==> src/rtl/mul_frame_engine.sv <==
// Byte-stream multiply / multiply-accumulate engine: operand bytes in, shift-add core, result bytes out LSB first.
// Latency DELAY_CYCLES+OP_WIDTH+2 cycles from last operand byte to result_valid; TX stalls on tx_ready, bytes TX_GAP apart.
module mul_frame_engine #(
  parameter int  OP_WIDTH     = 8,
  parameter int  ACC_GUARD    = 8,
  parameter int  DELAY_CYCLES = 100,
  parameter int  TX_GAP       = 1000,
  parameter int  RX_TIMEOUT   = 50000,
  localparam int ACC_WIDTH    = 2*OP_WIDTH + ACC_GUARD
) (
  input  logic                 clk,
  input  logic                 reset,
  input  logic                 mul_enable,
  input  logic [1:0]           mode,
  input  logic                 acc_clear,
  input  logic                 rx_valid,
  input  logic [7:0]           rx_data,
  input  logic                 tx_ready,
  output logic                 tx_start,
  output logic [7:0]           tx_data,
  output logic                 frames_received,
  output logic                 busy,
  output logic [ACC_WIDTH-1:0] result,
  output logic                 result_valid,
  output logic                 acc_overflow,
  output logic                 err_timeout,
  output logic                 err_overrun
);

  localparam int OP_BYTES  = OP_WIDTH / 8;
  localparam int RX_BYTES  = 2 * OP_BYTES;
  localparam int ACC_BYTES = ACC_WIDTH / 8;
  localparam int PW        = 2 * OP_WIDTH;
  localparam int IW        = $clog2(RX_BYTES + 1);
  localparam int TW        = $clog2(ACC_BYTES + 1);

  typedef enum logic [3:0] {
    S_IDLE, S_RX, S_DELAY, S_MUL, S_SIGN, S_ACC,
    S_TX_LOAD, S_TX_WAIT_LOW, S_TX_WAIT_HIGH, S_TX_GAP, S_DONE
  } state_t;

  state_t               state_q, state_d;
  logic [1:0]           mode_q, mode_d;
  logic                 rx_prev_q, rx_prev_d;
  logic [IW-1:0]        idx_q, idx_d;
  logic [PW-1:0]        ops_q, ops_d;
  logic [31:0]          cnt_q, cnt_d;
  logic [PW-1:0]        mcand_q, mcand_d;
  logic [OP_WIDTH-1:0]  mplier_q, mplier_d;
  logic [PW-1:0]        prod_q, prod_d;
  logic                 neg_q, neg_d;
  logic [ACC_WIDTH-1:0] acc_q, acc_d;
  logic [ACC_WIDTH-1:0] tx_shift_q, tx_shift_d;
  logic [TW-1:0]        tx_left_q, tx_left_d;
  logic                 tx_start_q, tx_start_d;
  logic [7:0]           tx_data_q, tx_data_d;
  logic                 frames_q, frames_d;
  logic                 busy_q, busy_d;
  logic [ACC_WIDTH-1:0] result_q, result_d;
  logic                 result_valid_q, result_valid_d;
  logic                 acc_ovf_q, acc_ovf_d;
  logic                 err_timeout_q, err_timeout_d;
  logic                 err_overrun_q, err_overrun_d;

  logic                 rx_edge;
  logic [OP_WIDTH-1:0]  op_a, op_b, mag_a, mag_b;
  logic [ACC_WIDTH-1:0] prod_ext;
  logic [ACC_WIDTH:0]   acc_sum;
  logic                 sum_ovf;

  always_comb begin
    rx_edge  = rx_valid & ~rx_prev_q;
    op_a     = ops_q[OP_WIDTH-1:0];
    op_b     = ops_q[PW-1:OP_WIDTH];
    mag_a    = (mode_q[1] && op_a[OP_WIDTH-1]) ? -op_a : op_a;
    mag_b    = (mode_q[1] && op_b[OP_WIDTH-1]) ? -op_b : op_b;
    prod_ext = mode_q[1] ? ACC_WIDTH'($signed(prod_q)) : ACC_WIDTH'(prod_q);
    acc_sum  = {1'b0, acc_q} + {1'b0, prod_ext};
    // Signed overflow: addends agree in sign but the sum does not.
    sum_ovf  = mode_q[1] ? ((acc_q[ACC_WIDTH-1] == prod_ext[ACC_WIDTH-1]) &&
                            (acc_sum[ACC_WIDTH-1] != acc_q[ACC_WIDTH-1]))
                         : acc_sum[ACC_WIDTH];
  end

  always_comb begin
    state_d        = state_q;
    mode_d         = mode_q;
    rx_prev_d      = rx_valid;
    idx_d          = idx_q;
    ops_d          = ops_q;
    cnt_d          = cnt_q;
    mcand_d        = mcand_q;
    mplier_d       = mplier_q;
    prod_d         = prod_q;
    neg_d          = neg_q;
    acc_d          = acc_q;
    tx_shift_d     = tx_shift_q;
    tx_left_d      = tx_left_q;
    tx_start_d     = 1'b0;
    tx_data_d      = tx_data_q;
    frames_d       = frames_q;
    result_d       = result_q;
    result_valid_d = 1'b0;
    acc_ovf_d      = acc_ovf_q;
    err_timeout_d  = err_timeout_q;
    err_overrun_d  = err_overrun_q;

    if (rx_edge && state_q != S_IDLE && state_q != S_RX) err_overrun_d = 1'b1;

    case (state_q)
      S_IDLE: begin
        if (acc_clear) begin
          acc_d     = '0;
          acc_ovf_d = 1'b0;
        end
        if (mul_enable) begin
          mode_d        = mode;
          err_timeout_d = 1'b0;
          err_overrun_d = 1'b0;
          ops_d         = '0;
          idx_d         = '0;
          cnt_d         = '0;
          state_d       = S_RX;
        end
      end
      S_RX: begin
        if (rx_edge) begin
          for (int i = 0; i < RX_BYTES; i++) begin
            if (idx_q == IW'(i)) ops_d[i*8 +: 8] = rx_data;
          end
          cnt_d = '0;
          if (idx_q == IW'(RX_BYTES - 1)) begin
            frames_d = 1'b1;
            state_d  = S_DELAY;
          end else begin
            idx_d = idx_q + IW'(1);
          end
        end else if (RX_TIMEOUT != 0 && idx_q != '0) begin
          if (cnt_q + 32'd1 >= 32'(RX_TIMEOUT)) begin
            err_timeout_d = 1'b1;
            ops_d         = '0;
            idx_d         = '0;
            cnt_d         = '0;
          end else begin
            cnt_d = cnt_q + 32'd1;
          end
        end
      end
      S_DELAY: begin
        if (cnt_q + 32'd1 >= 32'(DELAY_CYCLES)) begin
          mcand_d  = PW'(mag_a);
          mplier_d = mag_b;
          prod_d   = '0;
          neg_d    = mode_q[1] & (op_a[OP_WIDTH-1] ^ op_b[OP_WIDTH-1]);
          cnt_d    = '0;
          state_d  = S_MUL;
        end else begin
          cnt_d = cnt_q + 32'd1;
        end
      end
      S_MUL: begin
        if (mplier_q[0]) prod_d = prod_q + mcand_q;
        mcand_d  = mcand_q << 1;
        mplier_d = mplier_q >> 1;
        if (cnt_q + 32'd1 >= 32'(OP_WIDTH)) state_d = S_SIGN;
        else cnt_d = cnt_q + 32'd1;
      end
      S_SIGN: begin
        if (neg_q) prod_d = -prod_q;
        state_d = S_ACC;
      end
      S_ACC: begin
        if (mode_q[0]) begin
          acc_d      = acc_sum[ACC_WIDTH-1:0];
          result_d   = acc_sum[ACC_WIDTH-1:0];
          tx_shift_d = acc_sum[ACC_WIDTH-1:0];
          tx_left_d  = TW'(ACC_BYTES);
          if (sum_ovf) acc_ovf_d = 1'b1;
        end else begin
          result_d   = prod_ext;
          tx_shift_d = prod_ext;
          tx_left_d  = TW'(RX_BYTES);
        end
        result_valid_d = 1'b1;
        state_d        = S_TX_LOAD;
      end
      S_TX_LOAD: begin
        if (tx_ready) begin
          tx_start_d = 1'b1;
          tx_data_d  = tx_shift_q[7:0];
          tx_shift_d = tx_shift_q >> 8;
          tx_left_d  = tx_left_q - TW'(1);
          state_d    = S_TX_WAIT_LOW;
        end
      end
      S_TX_WAIT_LOW: begin
        if (!tx_ready) state_d = S_TX_WAIT_HIGH;
      end
      S_TX_WAIT_HIGH: begin
        if (tx_ready) begin
          if (tx_left_q == '0) begin
            state_d = S_DONE;
          end else begin
            cnt_d   = '0;
            state_d = S_TX_GAP;
          end
        end
      end
      S_TX_GAP: begin
        if (cnt_q + 32'd1 >= 32'(TX_GAP)) state_d = S_TX_LOAD;
        else cnt_d = cnt_q + 32'd1;
      end
      S_DONE: begin
        frames_d = 1'b0;
        state_d  = S_IDLE;
      end
      default: state_d = S_IDLE;
    endcase

    busy_d = (state_d != S_IDLE);
  end

  always_ff @(posedge clk) begin
    if (!reset) begin
      state_q        <= S_IDLE;
      mode_q         <= '0;
      rx_prev_q      <= rx_valid;
      idx_q          <= '0;
      ops_q          <= '0;
      cnt_q          <= '0;
      mcand_q        <= '0;
      mplier_q       <= '0;
      prod_q         <= '0;
      neg_q          <= 1'b0;
      acc_q          <= '0;
      tx_shift_q     <= '0;
      tx_left_q      <= '0;
      tx_start_q     <= 1'b0;
      tx_data_q      <= '0;
      frames_q       <= 1'b0;
      busy_q         <= 1'b0;
      result_q       <= '0;
      result_valid_q <= 1'b0;
      acc_ovf_q      <= 1'b0;
      err_timeout_q  <= 1'b0;
      err_overrun_q  <= 1'b0;
    end else begin
      state_q        <= state_d;
      mode_q         <= mode_d;
      rx_prev_q      <= rx_prev_d;
      idx_q          <= idx_d;
      ops_q          <= ops_d;
      cnt_q          <= cnt_d;
      mcand_q        <= mcand_d;
      mplier_q       <= mplier_d;
      prod_q         <= prod_d;
      neg_q          <= neg_d;
      acc_q          <= acc_d;
      tx_shift_q     <= tx_shift_d;
      tx_left_q      <= tx_left_d;
      tx_start_q     <= tx_start_d;
      tx_data_q      <= tx_data_d;
      frames_q       <= frames_d;
      busy_q         <= busy_d;
      result_q       <= result_d;
      result_valid_q <= result_valid_d;
      acc_ovf_q      <= acc_ovf_d;
      err_timeout_q  <= err_timeout_d;
      err_overrun_q  <= err_overrun_d;
    end
  end

  assign tx_start        = tx_start_q;
  assign tx_data         = tx_data_q;
  assign frames_received = frames_q;
  assign busy            = busy_q;
  assign result          = result_q;
  assign result_valid    = result_valid_q;
  assign acc_overflow    = acc_ovf_q;
  assign err_timeout     = err_timeout_q;
  assign err_overrun     = err_overrun_q;

endmodule
==> config.mk <==
export PLATFORM = sky130hd
export DESIGN_NAME = mul_frame_engine
export DESIGN_NICKNAME = d
export VERILOG_FILES = /design/src/rtl/mul_frame_engine.sv
export SDC_FILE = /design/constraint.sdc
export NUM_CORES = 1
export LEC_CHECK = 0
export ABC_AREA = 0
export CAP_MARGIN = 30
export CORE_MARGIN = 1
export CORE_UTILIZATION = 40
export CTS_BUF_LIST = sky130_fd_sc_hd__clkbuf_16
export CTS_CLUSTER_DIAMETER = 30
export DETAILED_ROUTE_END_ITERATION = 7
export PLACE_DENSITY_LB_ADDON = 0.05
export SLEW_MARGIN = 20
export SYNTH_ARGS = -nofsm -noshare
export SYNTH_HDL_FRONTEND = slang
export SYNTH_SLANG_ARGS = --single-unit
==> constraint.sdc <==
create_clock -name clk -period 3.2 [get_ports clk]
set_clock_uncertainty 0.1 [all_clocks]
set_input_delay 0.64 -clock clk [delete_from_list [all_inputs] [get_ports clk]]
set_output_delay 0.64 -clock clk [all_outputs]
set_load 0.03 [all_outputs]
==> results of run 1 <==
[cell usage after synthesis, drive strengths merged, types with 4 or more instances]
library cell	n
dfxtp	187
nand2	133
nor2	120
a21oi	117
o21ai	79
clkbuf	66
nand3	54
nor3	50
ha	47
inv	40
mux2i	39
xnor2	33
a211oi	30
a31oi	27
and2	23
xor2	22
a21o	21
a22oi	21
or3	21
buf	19
nand4	16
nand2b	15
o211ai	15
and3	13
o32ai	13
nor2b	11
o21a	9
a2bb2oi	8
and4	8
nor4	8
o31ai	8
a31o	7
o21bai	6
or2	6
a2111oi	5
o22ai	5
a311o	4
a311oi	4
o311ai	4
[flip-flops by register name (all words and copies together) (netlist names), 4 cells and up]
register,cells
acc_q,24
cnt_q,32
mcand_q,16
mplier_q,8
ops_q,16
prod_q,16
result,24
state_q,4
tx_data,8
tx_shift_q,24
[power groups by stage]
stage / clock, uW / combinational (uW) / sequential, uW
2_1_floorplan: 0 / 410 / 2430
3_3_place_gp: 0 / 653 / 2430
3_5_place_dp: 0 / 655 / 2430
4_1_cts: 2140 / 672 / 2380
5_1_grt: 2250 / 761 / 2380
6_report: 2080 / 699 / 2380
[per-stage QoR]
stage          instances  hold slack, ns  power (uW)  TNS (ns)  setup WS [ns]
2_1_floorplan       1348          0.3322        2843         0        0.01648
3_3_place_gp        1770          0.3418        3085   -0.1495       -0.05433
3_5_place_dp        1770          0.3431        3088   -0.9222        -0.1256
4_1_cts             1804          0.3541        5192         0        0.02107
5_1_grt             1814          0.3762        5390   -0.4700       -0.09464
6_report            1814          0.3540        5160         0        0.06114
[final timing paths]
| path | end | slack (ns) | depth (start not counted) | startpoint |
|---|---|---|---|---|
| min reg2reg | tx_shift_q[0] | 0.35 | 2 | tx_shift_q[0] |
| max reg2reg | cnt_q[9] | 0.06 | 12 | cnt_q[1] |
| min | tx_shift_q[0] | 0.35 | 2 | tx_shift_q[0] |
| max | cnt_q[9] | 0.06 | 12 | cnt_q[1] |
[routing by layer]
metal	vias to the layer above	wire length [um]
met1	4640	14580
li1	5167	-
met4	0	505
met2	199	13420
met5	-	0
met3	30	1051
[logic make-up (layout without fill, tap and decap cells)]
logic type	Yosys count	count (layout)	synth area share (%)
AO/OA/AOI/OAI	405	405	24.39
XOR/XNOR	55	55	4.494
adder cells (fa/ha/maj)	49	49	5.860
buffers and inverters	125	256	4.821
flip-flops	187	187	34.93
multiplexers	40	40	3.747
AND/OR/NAND/NOR	487	487	21.76
[layout make-up]
class,count,area (um2)
Clock inverter,14,152.6
Clock buffer,17,425.4
Timing Repair Buffer,185,1615
Multi-Input combinational cell,1036,6634
Inverter,40,150.1
Sequential cell,187,3756
Tap cell,335,419.2
Fill cell,2545,13050
[worst max-delay path: stages (launching register included)]
cell,delay (ns)
dfxtp_4,0.38
ha_4,0.15
and3_4,0.22
buf_4,0.14
o21ai_0,0.08
and3_1,0.21
o32ai_2,0.27
a211oi_2,0.13
o32a_1,0.39
a2111o_1,0.42
buf_6,0.16
or3_1,0.36
o21ai_1,0.08
[what timing repair did]
| item | CTS | global route |
|---|---|---|
| gates resized for setup | 7 | 46 |
| hold buffers | 0 | 0 |
| setup buffers | 2 | 9 |
| endpoints found under the hold margin | 0 | 0 |
| gates cloned | 1 | 1 |
| setup endpoints to repair | 34 | 80 |
| pin swaps | 2 | 21 |
==> metrics, run 1 <==
number of flops mapped to enable cells by yosys 0; share of the synthesized area in the top cell type about a third; post-route ant nets 0; Psw around 1500 uW; M1 GR Usage about 30%; Initial Utilization a little over 40%; GR peak layer met2; most used flip-flop cell after synthesis dfxtp_1; CTS tree built; sequential area share after synthesis a little over a third; asr flop ratio synth 0%; outcome finished, violations left; diodes inserted 0; Ys Warns 0; Rows 59; Sink Count 187; Clock transition at path regs approximately 0.080 ns; commonest non-fill, non-tap cell in the layout dfxtp_1; Flop pwr share approximately 46%; Synth area leader dfxtp_1; Die Span X ~170 um; CTS Buffer Depth 2; Logic pwr share 13.5%; Clk Latency, worst-skew pair approximately 0.44 ns; Clk pwr share between 40% and 50%; HPWL after detailed placement about 21 mm; first-pass GRT wire length just under 50 mm; synth top area cells dfxtp_1 35%, ha_1 5.5%, a21oi_1 5.5%, nand2_1 4.7%, nor2_1 4.2%; placed cell areas 12290 um2; DR WL/cell between 15 and 20 um; Slew @ Worst Pin 0.8364 ns; initial antenna violation count 0; CP endpoint kind flip-flop; Routed WL 29.55 mm; vias ~10000; Overflow after GRT 0; crit-path max FO 8; switching share of total power 28.53%; Syn Std Cell Area between 10000 and 15000 um2; max-cap violation count 0; total CTS buffers 17; synth unique cells 65; P_int around 3700 uW; Final Setup Violations 0; worst vdd ir ~340 uV; commonest non-fill, non-tap cells in the layout 181 x dfxtp_1, 133 x nand2_1, 119 x buf_4; Layout area overhead 22.72%; share of layout cells above drive strength 1 14.67%; Util after Layout about half; CORE AREA between 20000 and 30000 um2; 1st-iter DRT viols approximately 650; I/O Pins between 50 and 60; Hold WC Path Type reg2reg; Die Ht 165.7 um; drt via density 5.533; die area roughly 27000 um2; failing checks design-rule violations; post-route cell area between 10000 and 15000 um2; Root Driver clkbuf_16; Post-Syn Area per Cell about 8.0 um2; Setup CP Type reg2reg; GRT Overall Usage between 20% and 30%; Slew HR a little over two fifths; Initial DRT Pass Iterations 7; RSZ-0062 raised after global routing true; startpoint types flip-flop; final worst path period share 98.09%; H-tree depth 4; CP arrival about 3.4 ns; Synth Register Bits 187; met2 usage a little over a third; Final Hold Fails 0; Final Max Slew Viols 0; LEAKAGE just over 0.005 uW; final net count around 1500; vias in the first global route ~9500; Post-Synthesis Cells approximately 1300; largest net degree at the start of global routing 94; drt drc 18; Syn Nets ~1400; required time worst endpoint ~3.5 ns; Highest Clock Rate roughly 320 MHz; met3 GRT Util under 10%; Port Buffers 54; min Tclk post-route roughly 3.1 ns; pwr dens ~390 nW/um2; gpl congestion 0.8520
Power figures use the tool's default switching activity.
==> run 2, diff against run 1 <==
--- a/config.mk
+++ b/config.mk
@@ -6,9 +6,10 @@
 export NUM_CORES = 1
 export LEC_CHECK = 0
 export ABC_AREA = 0
+export ABC_CLOCK_PERIOD_IN_PS = 3200
 export CAP_MARGIN = 30
 export CORE_MARGIN = 1
-export CORE_UTILIZATION = 40
+export CORE_UTILIZATION = 45
 export CTS_BUF_LIST = sky130_fd_sc_hd__clkbuf_16
 export CTS_CLUSTER_DIAMETER = 30
 export DETAILED_ROUTE_END_ITERATION = 7
==> run 2 against run 1 <==
Against the previous run:
- the run now ends clean
- cell count shrank 1.2%
- first-iteration DRC count shrank 4.3%
- clock power grew 7%
- non-clock buffer count shrank 6
- wire length shrank 1.2%
- hold slack lost 0.00096 ns
- highest routed layer unchanged
==> metrics, run 2 (synthesis results as in run 1) <==
crit path from cnt_q[1]; diodes inserted 0; post-route ant nets 0; pwr dens 406.2 nW/um2; Post-Layout Cell Count approximately 1800; Overflow after GRT 0; CP endpoint kind flip-flop; RR Startpoint cnt_q[1]; share of layout cells above drive strength 1 13.77%; startpoint types flip-flop; required time worst endpoint roughly 3.5 ns; largest net degree at the start of global routing 60; CORE AREA ~23000 um2; worst reg2reg path depth 12; placed cell areas about 12000 um2; vias ~10000; register-to-register setup slack 0.05 ns; drt drc 0; Port Buffers 54; vias in the first global route 9491; LEAKAGE around 0.0051 uW; worst vdd ir 365.1 uV; Top reg by flops cnt_q; Initial Utilization ~46%; HPWL after detailed placement roughly 21 mm; first-pass GRT wire length between 40 and 50 mm; Initial DRT Pass Iterations 6; 1st-iter DRT viols 617; placed cell count ~1800; crit-path max FO 8; Sink Count between 150 and 200; drt via density ~5.7; Util after Layout 55.97%; Hold WC Path Type reg2reg; Clk Latency, worst-skew pair between 0.4 and 0.5 ns; Die Ht about 160 um; final net count 1526; final worst path period share a little over nine tenths; total CTS buffers 17; Highest Clock Rate 317.0 MHz; min Tclk post-route approximately 3.2 ns; Layout area overhead 22.20%; commonest non-fill, non-tap cell in the layout dfxtp_1; Final Max Slew Viols 0; I/O Pins 55; commonest non-fill, non-tap cells in the layout 181 x dfxtp_1, 133 x nand2_1, 118 x nor2_1; max FFs per register 32; outcome completed; max-cap violation count 0; Clock transition at path regs 0.07 ns; H-tree depth 4; Final Hold Fails 0; Final Setup Violations 0; Slew @ Worst Pin 0.8018 ns; GRT Overall Usage around 24%; Routed WL just under 30 mm; post-place setup slack -0.03083 ns; Root Driver clkbuf_16; CP arrival ~3.4 ns; initial antenna violation count 0; die area between 20000 and 25000 um2; Die Span X between 150 and 200 um; setup TNS 0 ns; CTS Buffer Depth 2; Slew HR 46.41%; gpl congestion approximately 0.86; setup ws final between 0.04 and 0.05 ns; Critical R2R Capture cnt_q[9]; Rows 56; crit path to cnt_q[9]; RSZ-0062 raised after global routing true; DR WL/cell ~16 um; CTS tree built; Setup CP Type reg2reg; post-route cell area between 10000 and 15000 um2
run 2: cell types whose count changed in the layout (fill, tap and decap cells not counted), moves of 2 or more:
cell       before  now
bufinv_16       0    2
a2111oi_0       2    4
a31oi_2         3    0
o21ai_1         9   15
a211oi_1       27   29
clkinv_4        4    0
o21ai_0        69   63
a2111oi_1       3    1
a31oi_1        23   26
a211oi_2        3    1
clkinv_8        3    1
buf_4         119  112
run 2: repair_timing:
item | in CTS | in global routing
cloned | 0 | 4
hold buffers | 0 | 0
endpoints found under the setup margin | 2 | 102
endpoints found under the hold margin | 0 | 0
pin swaps | 0 | 14
resized for setup | 1 | 52
buffers inserted | 0 | 7
run 2: final cells by class:
type,instances,area [um2]
fill,2294,10300
multi-input combinational,1036,6595
sequential,187,3756
timing repair buffer,179,1579
clock buffer,17,425.4
tap,319,399.1
clock inverter,15,192.7
inverter,40,150.1
run 2: worst min path at each step:
| stage | start | to | slack [ns] | cells past startpoint |
|---|---|---|---|---|
| floorplan | tx_shift_q[0] | tx_data[0] | 0.33 | 2 |
| global placement | tx_data[5] | tx_data[5] | 0.34 | 2 |
| detailed placement | err_timeout | err_timeout | 0.34 | 2 |
| CTS | tx_shift_q[13] | tx_shift_q[13] | 0.36 | 2 |
| global route | tx_shift_q[5] | tx_data[5] | 0.37 | 2 |
| finish | tx_data[3] | tx_data[3] | 0.35 | 2 |
run 2: power by group:
part           internal [uW]  total [uW]  switching [uW]
Clock                   1200        2230            1030
Combinational            301         704             403
Sequential              2350        2380            30.3
run 2: metal layers:
| layer | routed length (um) | track usage [%] | share of wire, % | up-vias |
|---|---|---|---|---|
| li1 | - | - | - | 5146 |
| met3 | 1173 | 3.489 | 4.0 | 33 |
| met4 | 470 | 5.929 | 1.6 | 0 |
| met5 | 0 | 0 | 0 | - |
| met1 | 13980 | 32.75 | 48 | 4745 |
| met2 | 13590 | 40.58 | 47 | 235 |
run 2: critical path, stage by stage (launching register included):
cell and delay [ns]:
dfxtp_4 0.38, ha_4 0.15, and3_4 0.21, buf_6 0.14, o21ai_0 0.09, and3_1 0.20, or2_2 0.29, a211o_1 0.30
o32a_1 0.19, a2111o_1 0.48, buf_6 0.17, or3_1 0.33, o21ai_1 0.07
run 2: per-stage QoR:
step | power [uW] | hold slack (ns)
finish | 5320 | 0.3530
global route | 5529 | 0.3678
CTS | 5323 | 0.3555
detailed placement | 3081 | 0.3375
global placement | 3079 | 0.3416
floorplan | 2843 | 0.3322
